File: config.mk
export PLATFORM = sky130hd
export DESIGN_NAME = coherence_bus_ctrl
export DESIGN_NICKNAME = d
export VERILOG_FILES = /design/src/rtl/coherence_bus_ctrl.sv
export SDC_FILE = /design/constraint.sdc
export NUM_CORES = 1
export LEC_CHECK = 0
export ABC_AREA = 1
export BUFFER_PORTS_ARGS = -buffer_cell sky130_fd_sc_hd__buf_2
export CAP_MARGIN = 20
export CORE_AREA = 4 4 194 196
export DETAILED_ROUTE_END_ITERATION = 7
export DIE_AREA = 0 0 198 200
export GPL_ROUTABILITY_DRIVEN = 0
export GPL_TIMING_DRIVEN = 0
export SLEW_MARGIN = 20
export SYNTH_ARGS = -nofsm -noshare
export SYNTH_HDL_FRONTEND = slang
export SYNTH_SLANG_ARGS = --single-unit
File: constraint.sdc
create_clock -name CLK -period 1.4 [get_ports CLK]
set_input_delay 0.07 -clock CLK [delete_from_list [all_inputs] [get_ports CLK]]
set_output_delay 0.07 -clock CLK [all_outputs]
set_load 0.02 [all_outputs]
File: src/rtl/coherence_bus_ctrl.sv
// rtl/coherence_bus_ctrl.sv - dual-core dcache/icache RAM arbiter with MSI snoop and cache-to-cache forwarding
module coherence_bus_ctrl #(
    parameter int SNOOP_LAT = 1,
    parameter int WORD_W    = 32
) (
    input  logic                   CLK,
    input  logic                   nRST,
    input  logic [1:0]             dREN,
    input  logic [1:0]             dWEN,
    input  logic [1:0][WORD_W-1:0] daddr,
    input  logic [1:0][WORD_W-1:0] dstore,
    input  logic [1:0]             cctrans,
    input  logic [1:0]             ccwrite,
    output logic [1:0]             dwait,
    output logic [1:0][WORD_W-1:0] dload,
    output logic [1:0]             ccwait,
    output logic [1:0]             ccinv,
    output logic [1:0][WORD_W-1:0] ccsnoopaddr,
    input  logic [1:0]             iREN,
    input  logic [1:0][WORD_W-1:0] iaddr,
    output logic [1:0]             iwait,
    output logic [1:0][WORD_W-1:0] iload,
    output logic                   ramREN,
    output logic                   ramWEN,
    output logic [WORD_W-1:0]      ramaddr,
    output logic [WORD_W-1:0]      ramstore,
    input  logic [WORD_W-1:0]      ramload,
    input  logic [1:0]             ramstate
);

    typedef enum logic [2:0] {IDLE, WB, SNOOP, C2C1, C2C2, LD1, LD2} state_t;

    localparam logic [1:0] RAM_ACCESS = 2'd2;
    localparam int         CW         = (SNOOP_LAT > 1) ? $clog2(SNOOP_LAT) : 1;

    state_t        state;
    logic          gnt;
    logic          d_rr;
    logic          i_rr;
    logic [CW-1:0] lat_cnt;

    logic          snp;
    logic          ram_done;
    logic [1:0]    d_miss;
    logic          d_pend;
    logic          wb_sel;
    logic          miss_sel;
    logic          i_sel;

    assign snp      = ~gnt;
    assign ram_done = (ramstate == RAM_ACCESS);
    assign d_miss   = dREN & cctrans;
    assign d_pend   = (|dWEN) || (|d_miss);

    // Ties go to the round-robin pointer; a lone requester wins outright.
    always_comb begin
        wb_sel   = (&dWEN)   ? d_rr : dWEN[1];
        miss_sel = (&d_miss) ? d_rr : d_miss[1];
        i_sel    = (&iREN)   ? i_rr : iREN[1];
    end

    always_ff @(posedge CLK or negedge nRST) begin
        if (!nRST) begin
            state   <= IDLE;
            gnt     <= 1'b0;
            d_rr    <= 1'b0;
            i_rr    <= 1'b0;
            lat_cnt <= '0;
        end else begin
            case (state)
                IDLE: begin
                    if (|dWEN) begin
                        state <= WB;
                        gnt   <= wb_sel;
                    end else if (|d_miss) begin
                        state   <= SNOOP;
                        gnt     <= miss_sel;
                        lat_cnt <= '0;
                    end else if ((|iREN) && ram_done) begin
                        i_rr <= ~i_sel;
                    end
                end
                WB: begin
                    if (!dWEN[gnt]) state <= IDLE;
                end
                SNOOP: begin
                    if (lat_cnt == CW'(SNOOP_LAT - 1))
                        state <= cctrans[snp] ? C2C1 : LD1;
                    else
                        lat_cnt <= lat_cnt + 1'b1;
                end
                C2C1: begin
                    if (ram_done) state <= C2C2;
                end
                C2C2: begin
                    if (ram_done) begin
                        state <= IDLE;
                        d_rr  <= snp;
                    end
                end
                LD1: begin
                    if (ram_done) state <= LD2;
                end
                LD2: begin
                    if (ram_done) begin
                        state <= IDLE;
                        d_rr  <= snp;
                    end
                end
                default: state <= IDLE;
            endcase
        end
    end

    // Outputs are gated by nRST so an asserted reset clears them in the same cycle.
    always_comb begin
        dwait       = 2'b11;
        iwait       = 2'b11;
        dload       = '0;
        iload       = '0;
        ccwait      = 2'b00;
        ccinv       = 2'b00;
        ccsnoopaddr = '0;
        ramREN      = 1'b0;
        ramWEN      = 1'b0;
        ramaddr     = '0;
        ramstore    = '0;
        if (nRST) begin
            case (state)
                IDLE: begin
                    if (!d_pend && (|iREN)) begin
                        ramREN       = 1'b1;
                        ramaddr      = iaddr[i_sel];
                        iload[i_sel] = ramload;
                        iwait[i_sel] = !ram_done;
                    end
                end
                WB: begin
                    ramWEN     = dWEN[gnt];
                    ramaddr    = daddr[gnt];
                    ramstore   = dstore[gnt];
                    dwait[gnt] = !(dWEN[gnt] && ram_done);
                end
                SNOOP: begin
                    ccwait[snp]      = 1'b1;
                    ccinv[snp]       = ccwrite[gnt];
                    ccsnoopaddr[snp] = daddr[gnt];
                end
                C2C1, C2C2: begin
                    ccwait[snp]      = 1'b1;
                    ccinv[snp]       = ccwrite[gnt];
                    ccsnoopaddr[snp] = daddr[gnt];
                    ramWEN           = 1'b1;
                    ramaddr          = daddr[snp];
                    ramstore         = dstore[snp];
                    dload[gnt]       = dstore[snp];
                    dwait[gnt]       = !ram_done;
                    dwait[snp]       = !ram_done;
                end
                LD1, LD2: begin
                    ramREN     = 1'b1;
                    ramaddr    = daddr[gnt];
                    dload[gnt] = ramload;
                    dwait[gnt] = !ram_done;
                end
                default: ;
            endcase
        end
    end

endmodule

==> results.md, run 1 <==
* WP data required at 1330 ps
* CTS H-tree lvls at 1
* Clk_lat worst skew at 230 ps
* Slew Viols, Final at 0
* Most frequent cell after synthesis: nand2_1
* Worst-path clk slew at 40 ps
* Critical-path cell list: buf_6 > nor2_4 > nand2_4 > inv_4 > nand3_4 > clkbuf_16 > nor3_4 > buf_6
* Nature of the critical path startpoint: flip-flop
* Number of flops mapped to enable cells by yosys at 0
* Failing checks: negative setup slack
* Status: finished with violations
* Synth area leader: nand2_1
* Main synth FF type: dfrtp_1
* Initial drt markers at 517
* Yosys warns at 0
* Post-synthesis sequential area ratio at 2.75%
* R2R Path End: state[2]
* Final net count at 2021
* Final hold violations at 0
* Fin util at 40.8%
* CP Buf/Inv Count at 4
* Max-cap violations at 0
* CTS root buf: clkbuf_16
* Filler cells at 3505
* Final-report setup violation count at 270
* Setup WS pre-CTS at -1010 ps
* Critical Path Sink Type: output port
* Cell Int Power at 8.46 mW
* IO buf count at 502
* Overall die width at 198 µm
* CP delay by family, top: buffers and inverters
* Sequential Power Share at 1.6%
* Seq. cell area at 153 µm²
* Switching share of power at 58.0%
* Crit Path Category: flip-flop to output port
* Hold WC Path Type: input port to flip-flop
* CTS tree: yes
* # rows at 70
* First drt pass iteration count at 5
* Post-route cell area at 14700 µm²
* R2R Setup Slk at -270 ps
* Largest net degree at the start of global routing at 11
* Worst r2r path cells at 9
* Relative slew margins at 20.6%
* Initial antenna violation count at 2
* Vias in the first global route at 10529
* DR vias at 10806
* Mapped Nets at 1445
* Setup Skew at 1.31 ps
* Drt wl/cell at 21.3 µm
* Most used cell, CP: buf_6
* Async SR Flop Fraction at 100%
* Die Ht at 200 µm
* Worst-margin pin slew at 1190 ps
* Yosys reg bits at 6
* Yosys top cell area share at 26.8%
* First-pass GRT wire length at 63500 µm
* Area of the mapped netlist at 5460 µm²
* Total gr overflow at 0
* Area of the multi-input gates at 6970 µm²
* Peak VDD IR at 658 µV
* Critical Path Fanout Max at 7
* Crit path from: state[2]
* Layout area overhead at 170%
* Clock sink count at 6
* Final Critical Period at 2030 ps
* Worst setup margin at -633 ps
* Max Buffers Root-to-Sink at 2
* Library cells used by synthesis at 27
* Final hold slack at 220 ps
* Post-DP Area at 10600 µm²
* Full die area at 39600 µm²
* Arr. time, crit path at 1960 ps
* Vias per cell at 4.80
* Fmax at 492 MHz
* Sw Pwr at 11.7 mW
* PwrDens at 1370 nW/µm²
* Detailed Route WL at 48100 µm
* Worst hold start: dWEN[1]
* Layout cells sized above 1 at 59.0%
* Hold EP: state[0]
* Reg-to-Reg Start: gnt
* I/O pin total at 504
* Clock power share at 2.5%
* Antenna-violating nets left at 0
* Leakage at 6.82 nW
* Largest cells by area after synthesis: nand2_1, inv_1, o21ai_0
* Synth Instances at 1207
* DRC at 0
* Setup TNS at -143340 ps
* Avg Inst Size Synth at 4.52 µm²
* Comb pwr share at 95.9%
* HPWL Detailed at 36000 µm
* RSZ-0062 raised after global routing: yes
* Hold Crit Depth at 5
* CORE AREA at 36100 µm²
* Synth cell count leaders: nand2_1, inv_1, nor2_1, o21ai_0, nand3_1
* Cts bufs inserted at 3
* GRT Util Overall at 20.7%
* Slowest library cell on the worst path: dfrtp_2
* Initial Util at 15.1%
* CP max stage delay at 440 ps
* Fin crit share at 145%
==> logic make-up after synthesis <==
logic type | Yosys count | synth area share [%]
flip-flops | 6 | 2.75
AND/OR/NAND/NOR | 685 | 51.8
AO/OA/AOI/OAI | 237 | 23.5
buffers and inverters | 279 | 22.0
==> metrics by stage <==
| step | total power [mW] | std cells |
|---|---|---|
| 2_1_floorplan | 9.50 | 1207 |
| 3_3_place_gp | 13.7 | 2177 |
| 3_5_place_dp | 13.8 | 2178 |
| 4_1_cts | 17.6 | 2225 |
| 5_1_grt | 21.3 | 2251 |
| 6_report | 20.1 | 2252 |
==> cell type report <==
type	count	area share (%)
multi-input combinational	922	47.4
clock buffer	4	0.535
inverter	180	4.74
tap	468	3.98
sequential	6	1.04
antenna	2	0.0340
timing repair buffer	573	34.6
buffer	97	7.76
==> what timing repair did <==
item | 4_1_cts | 5_1_grt
hold buffers | 1 | 0
resized for setup | 547 | 406
buffers inserted | 33 | 13
pin swaps | 45 | 49
setup endpoints to repair | 272 | 271
endpoints found under the hold margin | 6 | 0
cloned | 10 | 13
==> layer usage <==
layer  GRT usage (%)  vias to the layer above  share of wire (%)
met5               0                        -                  0
met4            8.72                        0                5.2
met3            2.08                      142                5.8
met2            39.1                      621                 52
met1            23.7                     5085                 37
li1                -                     4958                  -
==> worst reg2reg max path, cell delays in order (launching register included) <==
cell	delay (ps)
dfrtp_1	360
buf_12	160
buf_12	150
clkinvlp_4	180
nand2_1	150
a21oi_4	80
nor2_1	200
nand2_1	130
nand2_1	80
nand2_1	50
==> power by group through the flow <==
stage | clock, mW | sequential (mW) | combinational (mW)
2_1_floorplan | 0 | 0.297 | 9.21
3_3_place_gp | 0 | 0.310 | 13.4
3_5_place_dp | 0 | 0.312 | 13.5
4_1_cts | 0.493 | 0.319 | 16.8
5_1_grt | 0.517 | 0.336 | 20.5
6_report | 0.501 | 0.325 | 19.3
==> worst max-delay path by stage <==
stage                         to  slack, ps  cells after the start
global route            dload[3]       -690                      9
floorplan            ramaddr[25]       -130                      9
global placement     ramstore[2]      -1250                      6
CTS                     dload[0]       -570                     10
finish                 iload[28]       -630                      8
detailed placement  ramstore[31]      -1010                      6
==> cells in the final DEF (no fill, tap or decap), drive strengths merged <==
master / n
o21ai: 135
a21oi: 69
nand2: 394
dlygate4sd3: 1
dfrtp: 6
buf: 620
o211ai: 31
nand4: 1
clkinvlp: 2
nand3: 79
nor3: 64
a31oi: 1
nand3b: 1
clkbuf: 53
diode: 2
nor2: 146
inv: 177
clkinv: 1
o21bai: 1
==> state kept, by name, indices dropped and copies added, names as in the netlist <==
name,count
d_rr,1
i_rr,1
state,3
gnt,1
(Power assumes the default switching activity.)
==> run 2: changes to the inputs <==
--- a/config.mk
+++ b/config.mk
@@ -10,7 +10,8 @@
 export CAP_MARGIN = 20
-export CORE_AREA = 4 4 194 196
+export CORE_AREA = 2 2 198 200
 export DETAILED_ROUTE_END_ITERATION = 7
-export DIE_AREA = 0 0 198 200
+export DIE_AREA = 0 0 200 202
 export GPL_ROUTABILITY_DRIVEN = 0
 export GPL_TIMING_DRIVEN = 0
+export SETUP_SLACK_MARGIN = 0.02
 export SLEW_MARGIN = 20
--- a/constraint.sdc
+++ b/constraint.sdc
@@ -3,2 +3,2 @@
 set_output_delay 0.07 -clock CLK [all_outputs]
-set_load 0.02 [all_outputs]
+set_load 0.005 [all_outputs]
==> run 2 against run 1 <==
  * The flow still finishes with violations (negative setup slack)
  * Via count fell by 3.4%
  * Cell area fell by 27%
  * First-iteration DRC count rose by 72%
  * Critical path type unchanged
  * Total power fell by 27%
  * Sequential cell count did not move
==> results.md, run 2 (synthesized netlist as in run 1, its figures left out) <==
* Hold WC Path Type: input port to flip-flop
* Max Buffers Root-to-Sink at 2 (unchanged)
* GRT Util Overall at 19.2% (-1.5 points)
* Setup Skew at 1.60 ps (+0.286 ps)
* DRC at 0 (unchanged)
* Final net count at 2002 (-0.94%)
* Clk_lat worst skew at 230 ps (about the same)
* Most common cell after layout, fill and taps aside: buf_2
* PwrDens at 1370 nW/µm² (+0.23%)
* Placed Cells at 2227 (+2.2%)
* R2R Setup Slk at -190 ps (+80 ps)
* R2R Path End: state[2]
* Nature of the critical path startpoint: flip-flop
* Final hold violations at 0 (unchanged)
* Peak VDD IR at 496 µV (-25%)
* CTS root buf: clkbuf_16
* Arr. time, crit path at 1910 ps (-50 ps)
* Failing checks: negative setup slack
* Total gr overflow at 0 (unchanged)
* Post-route cell area at 10800 µm² (-27%)
* RSZ-0062 raised after global routing: yes
* # rows at 72 (+2.9%)
* Critical-path cell list: buf_6 > nor2_4 > nand2_2 > nand2_4 > buf_12 > buf_16 > buf_6 > nand2_1 > a21oi_2 > buf_2
* Initial antenna violation count at 3 (+1)
* WP data required at 1330 ps (about the same)
* CTS tree: yes
* Most used cell, CP: buf_6
* CTS H-tree lvls at 1 (unchanged)
* Fmax at 506 MHz (+2.9%)
* First drt pass iteration count at 6 (+1)
* Die Ht at 202 µm (+1.0%)
* Initial drt markers at 890 (+72%)
* Layout area overhead at 97.2%
* Setup TNS at -125830 ps (+17520 ps)
* Top reg by flops: state
* Detailed Route WL at 42700 µm (-11%)
* Worst setup margin at -576 ps (+56.4 ps)
* CP max stage delay at 370 ps (-70 ps)
* IO buf count at 502 (unchanged)
* Crit path from: state[0]
* Slew Viols, Final at 0 (unchanged)
* Worst r2r path cells at 9 (unchanged)
* Final-report setup violation count at 270 (unchanged)
* Overall die width at 200 µm (+1.0%)
* Pwr Total at 14.7 mW (-27%)
* Antenna-violating nets left at 0 (unchanged)
* Initial Util at 14.3% (-0.87 points)
* CP delay by family, top: buffers and inverters
* Max-cap violations at 0 (unchanged)
* Vias per cell at 4.57 (-4.7%)
* Largest net degree at the start of global routing at 11 (unchanged)
* CORE AREA at 38300 µm² (+6.1%)
* HPWL Detailed at 33100 µm (-8.1%)
* Fin crit share at 141% (-4.0 points)
* Vias in the first global route at 9247 (-12%)
* Slowest library cell on the worst path: dfrtp_1
* Full die area at 40400 µm² (+2.0%)
* Critical Path Sink Type: output port
* First-pass GRT wire length at 57900 µm (-8.8%)
* Worst-path clk slew at 30 ps (about the same)
* Worst-margin pin slew at 792 ps (-400 ps)
* I/O pin total at 504 (unchanged)
* Fin util at 28.1% (-13 points)
* Clock sink count at 6 (unchanged)
* Max FFs per register at 3 (unchanged)
* Final Critical Period at 1980 ps (-56.4 ps)
* Final non-filler cell total at 2283 (+1.4%)
* Post-DP Area at 8620 µm² (-18%)
* Relative slew margins at 47.2% (+27 points)
* DR vias at 10440 (-3.4%)
* Layout cells sized above 1 at 47.0% (-12 points)
* Commonest cells after routing, fill and taps aside: buf_2, nand2_1, inv_1
* CP Capture Point: ramstore[21]
* Cts bufs inserted at 3 (unchanged)
* Leakage at 6.03 nW (-12%)
* Status: finished with violations
* Critical Path Fanout Max at 10 (+3)
* Levels on crit path at 10 (+2)
* Drt wl/cell at 18.7 µm (-12%)
* Reg-to-Reg Start: gnt
* CP Buf/Inv Count at 5 (+1)
* Crit Path Category: flip-flop to output port
run 2: changes by cell type in the layout (fill, tap and decap cells not counted), sizes merged:
cell,before,now
buf,620,604
diode,2,3
clkbuf,53,46
clkinvlp,2,1
inv,177,179
bufbuf,0,1
nand2,394,396
clkinv,1,0
run 2: worst min-delay path by stage:
| stage | from | to | slack (ps) | depth (start not counted) |
|---|---|---|---|---|
| 4_1_cts | dWEN[1] | state[0] | 220 | 5 |
| 5_1_grt | dWEN[1] | state[0] | 240 | 5 |
| 6_report | dWEN[1] | state[0] | 210 | 5 |
| 2_1_floorplan | nRST | d_rr | -230 | 0 |
| 3_5_place_dp | nRST | i_rr | -70 | 1 |
| 3_3_place_gp | nRST | i_rr | -70 | 1 |
run 2: stage by stage:
| stage | hold WS (ps) | worst slack (ps) |
|---|---|---|
| after global routing | 239 | -653 |
| after detailed placement | -68.9 | -943 |
| after floorplan | -226 | 8.94 |
| final | 212 | -576 |
| after global placement | -71.2 | -964 |
| after CTS | 219 | -504 |
run 2: where the power goes:
group | switching, mW | total, mW | internal (mW)
clock | 0.110 | 0.478 | 0.368
combinational | 8.31 | 14.0 | 5.64
sequential | 0.0647 | 0.317 | 0.252
total | 8.48 | 14.7 | 6.26
run 2: final cells by class:
cell class | instances | area [µm²]
Fill cell | 4384 | 27500
Multi-Input combinational cell | 924 | 4890
Timing Repair Buffer | 550 | 3250
Buffer | 99 | 1050
Inverter | 180 | 692
Tap cell | 518 | 648
Sequential cell | 6 | 153
Clock buffer | 3 | 75.1
Antenna cell | 3 | 7.51
run 2: metal layers:
layer  global-route usage, %  vias to the layer above  wire length [µm]
li1                        -                     4924                 -
met1                    25.0                     4838             17400
met2                    32.9                      620             20500
met3                    3.19                       58              4100
met4                    4.15                        0               738
met5                       0                        -                 0
run 2: timing repair:
item | in CTS | in global routing
pin swaps | 21 | 29
gates cloned | 8 | 8
hold endpoints to repair | 6 | 0
buffers inserted | 30 | 3
hold buffers | 1 | 0
endpoints found under the setup margin | 272 | 271
gates resized for setup | 336 | 96
run 2: worst register-to-register path, cell delays in order (launching register included):
cell,delay (ps)
dfrtp_1,340
buf_8,180
buf_12,180
clkinvlp_4,170
nand2_1,120
a21oi_2,90
nor2_1,160
nand2_1,110
nand2_1,80
nand2_1,50
